$ cat config.mk
export PLATFORM = sky130hd
export DESIGN_NAME = nvme_admin_cmd_fifo
export DESIGN_NICKNAME = d
export VERILOG_FILES = /design/src/rtl/nvme_admin_cmd_fifo.sv
export SDC_FILE = /design/constraint.sdc
export NUM_CORES = 2
export LEC_CHECK = 0
export ABC_AREA = 1
export ABC_CLOCK_PERIOD_IN_PS = 24400
export BUFFER_PORTS_ARGS = -buffer_cell sky130_fd_sc_hd__buf_2
export CORE_UTILIZATION = 30
export CTS_BUF_LIST = sky130_fd_sc_hd__clkbuf_4 sky130_fd_sc_hd__clkbuf_8
export DETAILED_ROUTE_END_ITERATION = 16
export SKIP_LAST_GASP = 1
export SYNTH_ARGS = -nofsm -noshare
export SYNTH_HDL_FRONTEND = slang
export SYNTH_SLANG_ARGS = --single-unit
export TNS_END_PERCENT = 10
$ cat constraint.sdc
create_clock -name clk -period 24.4 [get_ports clk]
set_input_delay 4.88 -clock clk [delete_from_list [all_inputs] [get_ports clk]]
set_output_delay 4.88 -clock clk [all_outputs]
set_load 0.02 [all_outputs]
$ cat src/rtl/nvme_admin_cmd_fifo.sv
// nvme_admin_cmd_fifo
// Single-clock circular buffer for NVMe admin submission/completion entries.
// Registered occupancy and flags, sticky overflow/underflow, and a choice of
// normal (registered q) or show-ahead (q presents the head entry) read mode.
module nvme_admin_cmd_fifo #(
    parameter int WIDTH     = 170,
    parameter int DEPTH     = 16,
    parameter int AF_THRESH = 12,
    parameter int SHOWAHEAD = 0
) (
    input  logic                       clk,
    input  logic                       rst_n,
    input  logic [WIDTH-1:0]           data,
    input  logic                       wrreq,
    input  logic                       rdreq,
    input  logic                       clr_err,
    output logic [WIDTH-1:0]           q,
    output logic                       rdempty,
    output logic                       wrfull,
    output logic                       almost_full,
    output logic [$clog2(DEPTH):0]     usedw,
    output logic                       overflow,
    output logic                       underflow
);

    localparam int AW = $clog2(DEPTH);
    localparam int CW = AW + 1;
    localparam logic [CW-1:0] DEPTH_C = CW'(DEPTH);
    localparam logic [CW-1:0] AF_C    = CW'(AF_THRESH);

    logic [WIDTH-1:0] mem_q [DEPTH];

    logic [AW-1:0] wr_ptr_q, wr_ptr_d;
    logic [AW-1:0] rd_ptr_q, rd_ptr_d;
    logic [CW-1:0] usedw_q, usedw_d;
    logic          rdempty_q, rdempty_d;
    logic          wrfull_q, wrfull_d;
    logic          afull_q, afull_d;
    logic          ovf_q, ovf_d;
    logic          udf_q, udf_d;
    logic          wr_acc;
    logic          rd_acc;

    // Accept decisions use the flags registered before the edge, so a full
    // FIFO turns read+write into read-only and an empty one into write-only.
    always_comb begin
        wr_acc   = wrreq & ~wrfull_q;
        rd_acc   = rdreq & ~rdempty_q;
        wr_ptr_d = wr_acc ? wr_ptr_q + AW'(1) : wr_ptr_q;
        rd_ptr_d = rd_acc ? rd_ptr_q + AW'(1) : rd_ptr_q;
        usedw_d  = usedw_q;
        case ({wr_acc, rd_acc})
            2'b10:   usedw_d = usedw_q + CW'(1);
            2'b01:   usedw_d = usedw_q - CW'(1);
            default: usedw_d = usedw_q;
        endcase
        rdempty_d = (usedw_d == '0);
        wrfull_d  = (usedw_d == DEPTH_C);
        afull_d   = (usedw_d >= AF_C);
        // A fresh error wins over a coincident clear.
        ovf_d     = (ovf_q & ~clr_err) | (wrreq & wrfull_q);
        udf_d     = (udf_q & ~clr_err) | (rdreq & rdempty_q);
    end

    // Pointer, occupancy and flag registers.
    always_ff @(posedge clk or negedge rst_n) begin
        if (!rst_n) begin
            wr_ptr_q  <= '0;
            rd_ptr_q  <= '0;
            usedw_q   <= '0;
            rdempty_q <= 1'b1;
            wrfull_q  <= 1'b0;
            afull_q   <= 1'b0;
            ovf_q     <= 1'b0;
            udf_q     <= 1'b0;
        end else begin
            wr_ptr_q  <= wr_ptr_d;
            rd_ptr_q  <= rd_ptr_d;
            usedw_q   <= usedw_d;
            rdempty_q <= rdempty_d;
            wrfull_q  <= wrfull_d;
            afull_q   <= afull_d;
            ovf_q     <= ovf_d;
            udf_q     <= udf_d;
        end
    end

    // Storage array; contents deliberately not reset.
    always_ff @(posedge clk) begin
        if (wr_acc) begin
            mem_q[wr_ptr_q] <= data;
        end
    end

    generate
        if (SHOWAHEAD != 0) begin : g_showahead
            // Head entry is presented directly; meaningless while empty.
            assign q = mem_q[rd_ptr_q];
        end else begin : g_normal
            logic [WIDTH-1:0] q_q;

            // Output register loads only on an accepted read and otherwise holds.
            always_ff @(posedge clk or negedge rst_n) begin
                if (!rst_n) begin
                    q_q <= '0;
                end else if (rd_acc) begin
                    q_q <= mem_q[rd_ptr_q];
                end
            end

            assign q = q_q;
        end
    endgenerate

    assign rdempty     = rdempty_q;
    assign wrfull      = wrfull_q;
    assign almost_full = afull_q;
    assign usedw       = usedw_q;
    assign overflow    = ovf_q;
    assign underflow   = udf_q;

endmodule

==> summary.txt <==
Run status
  • Outcome: finished with violations
  • Failing checks: design-rule violations

Critical path
  • CP Max Fanout: 41
  • CP Class: input port to flip-flop
  • Worst reg2reg setup slack: 18.32 ns
  • R2R depth: 11
  • Crit. End Element: flip-flop
  • Critical Path AT: 8.52 ns
  • Startpoint type of the worst setup path: input port
  • Worst EP required: 25.06 ns

Detailed routing
  • Vias: 71900
  • DRT iter0 DRCs: 7387
  • DR WL/cell: 22.6 microns
  • Post-route ant nets: 0
  • Total wire length: 320000 microns
  • DRC: 18
  • Vias per cell: 5.08
  • First-pass DRT Iterations: 12

Power
  • Psw: 0.00592 W
  • PD cells: 122 nW/um^2
  • P_int: 0.00973 W
  • Post-route total power: 0.0157 W
  • Clk pwr share: 27.2%
  • Static leakage power: 42.6 nW
  • Sw frac: 37.8%
  • Sequential Power Share: 41.0%
  • Worst VDD drop: 0.0875 mV
  • Comb power frac: 31.8%

Clock network
  • Clk buf depth: 4
  • H-tree depth: 5
  • CTS Buf Count: 454
  • CTS clk-pin slew, worst paths: 0.06 ns
  • CTS resizes: 0
  • CTS Sinks: 2908
  • CTS tree: yes
  • Setup Buffers After CTS: 0
  • Clock latency on the worst-skew pair: 1.15 ns
  • Root buf cell: clkbuf_8
  • # hold bufs at CTS: 0

STA
  • Peak Freq: 127 MHz
  • RSZ-0062 raised after global routing: no
  • Max_slew headroom: 12.6%
  • Final setup violation count: 0
  • Worst Slack Setup Final: 16.55 ns
  • Final period utilization: 32.2%
  • Slew Viols, Final: 0
  • Setup TNS: 0 ns
  • Final Critical Period: 7.85 ns
  • Hold Violations, Final: 0
  • Worst Skew: 0.158 ns
  • Slew @ Worst Pin: 1.31 ns

Synth
  • Area contributors post-synth: edfxtp_1 73%, o21ai_0 5.9%, nor2_1 4.7%
  • Synth warnings: 0
  • Register bit total from synthesis: 2908
  • Syn Std Cell Area: 112000 sq um
  • Area leader, netlist: edfxtp_1
  • Cells after Synth: 8450
  • Register area share after synthesis: 77.0%
  • Cell variety after synth: 29
  • Syn Nets: 8632
  • Share of the synthesized area in the top cell type: 72.8%
  • Syn Area/Cell: 13.3 sq um

Layout
  • P&R area growth vs syn: 14.3%
  • Most common cell after layout, fill and taps aside: edfxtp_1
  • Fraction of layout cells with a size suffix above 1: 13.8%
  • Final Cell Area: 128000 sq um
  • Commonest non-fill, non-tap cells in the layout: 2720 x edfxtp_1, 1398 x nor2_1, 1331 x o21ai_0, 924 x nand2_1, 561 x o22ai_1
  • Number of fill cells: 36000
  • Final net count: 8950

Global routing
  • Global route overflow: 0
  • First-pass GRT wire length: 469000 microns
  • Number of global-route vias before repair: 70600
  • Total track usage: 16.5%
  • Pin count of the biggest net entering global routing: 218
  • Initial antenna violation count: 71

Min path
  • Worst Hold Class: flip-flop to flip-flop
  • Hold Path Stages: 2

Placement
  • Post-detail-place hpwl: 171000 microns
  • Port Buf Inserts: 354
  • Worst slack, placed: 15.44 ns
  • RD Place Congestion: 0.794
  • Dpl cell area: 119000 sq um

Floorplanning
  • Core ar.: 372000 sq um
  • Starting Density: 30.2%
  • Die H: 614 microns
  • Ports: 355
  • Full die area: 377000 sq um
  • Die width: 614 microns
  • Row count: 224

Run
  • Max_cap viols: 0
==> stage by stage <==
step	instances	util [%]	hold slack (ns)
after floorplan	8450	-	0.549
after global placement	13300	31.9	0.471
after detailed placement	13300	31.9	0.464
after CTS	14100	34.5	0.486
after global routing	14100	34.5	0.510
final	14200	34.5	0.487
==> critical path, stage by stage <==
cell and delay [ns]:
buf_2 0.09, nand2_1 0.27, inv_1 0.30, nand2_1 0.28, nor2_4 0.56, buf_4 0.50, buf_4 0.70, buf_4 0.75
==> cell usage after synthesis <==
| cell type | count |
|---|---|
| clkbuf_2 | 1 |
| inv_1 | 22 |
| buf_4 | 49 |
| a31oi_1 | 4 |
| nand2_1 | 924 |
| dfrtp_1 | 187 |
| clkinv_1 | 2 |
| nand3_1 | 214 |
| or2_2 | 1 |
| inv_2 | 4 |
| buf_6 | 13 |
| o221ai_1 | 111 |
| buf_2 | 130 |
| and3_1 | 98 |
| nor2_1 | 1415 |
| mux2i_1 | 6 |
| dfstp_2 | 1 |
| xnor2_1 | 1 |
| edfxtp_1 | 2720 |
| o21ai_0 | 1331 |
| a21oi_1 | 69 |
| o22ai_1 | 561 |
| o211ai_1 | 15 |
| clkbuf_1 | 378 |
| ha_1 | 7 |
| nand4_1 | 3 |
| o21ai_1 | 148 |
| buf_1 | 29 |
| xor2_1 | 6 |
==> power by group through the flow <==
stage / combinational, W / clock, W / sequential [W]
floorplan: 0.00312 / 0 / 0.00665
global placement: 0.00490 / 0 / 0.00651
detailed placement: 0.00499 / 0 / 0.00652
CTS: 0.00501 / 0.00435 / 0.00643
global route: 0.00548 / 0.00455 / 0.00646
finish: 0.00498 / 0.00426 / 0.00641
==> per-layer routing <==
layer  wire, microns  vias up  global-route usage [%]
met3           26800      563                    3.79
met1          136000    36600                    22.2
met5             254        -                       0
li1                -    32000                       -
met4            7680       44                    4.91
met2          149000     2805                    26.3
==> sequential cells by signal, indices dropped and copies added, names as in the netlist <==
name	count
rd_ptr_q	4
underflow	1
usedw	5
almost_full	1
overflow	1
wr_ptr_q	4
q	170
rdempty	1
wrfull	1
mem_q	2720
==> path summary, 6_finish.rpt <==
kind | from | end
setup / recovery | wrreq | mem_q[14][105]$_DFFE_PP_
hold / removal | q[75]$_DFFE_PN0P_ | q[75]$_DFFE_PN0P_
setup reg to reg | rd_ptr_q[0]$_DFFE_PN0P_ | q[8]$_DFFE_PN0P_
hold reg to reg | q[75]$_DFFE_PN0P_ | q[75]$_DFFE_PN0P_
max in group asynchronous | rst_n | q[86]$_DFFE_PN0P_
min in group asynchronous | rst_n | q[150]$_DFFE_PN0P_
==> kinds of logic (layout without fill, tap and decap cells) <==
family | Yosys count | after routing | synth area share (%)
flip-flops | 2908 | 2908 | 77.0
AND/OR/NAND/NOR | 2655 | 2655 | 9.34
AO/OA/AOI/OAI | 2239 | 2239 | 11.0
buffers and inverters | 628 | 1337 | 2.50
adder cells (fa/ha/maj) | 7 | 7 | 0.0780
XOR/XNOR | 7 | 7 | 0.0546
multiplexers | 6 | 6 | 0.0535
other | 0 | 26 | 0
==> cell type report <==
cell class                      instances  area [sq um]  area share (%)
Tap cell                             4972          6220            4.85
Sequential cell                      2908         86400            67.3
Inverter                               28           143           0.111
Timing Repair Buffer                  462          2760            2.15
Clock buffer                          675          8260            6.43
Clock inverter                        172          1320            1.03
Antenna cell                           26          65.1          0.0507
Multi-Input combinational cell       4914         23200            18.1
Power figures use the tool's default switching activity.
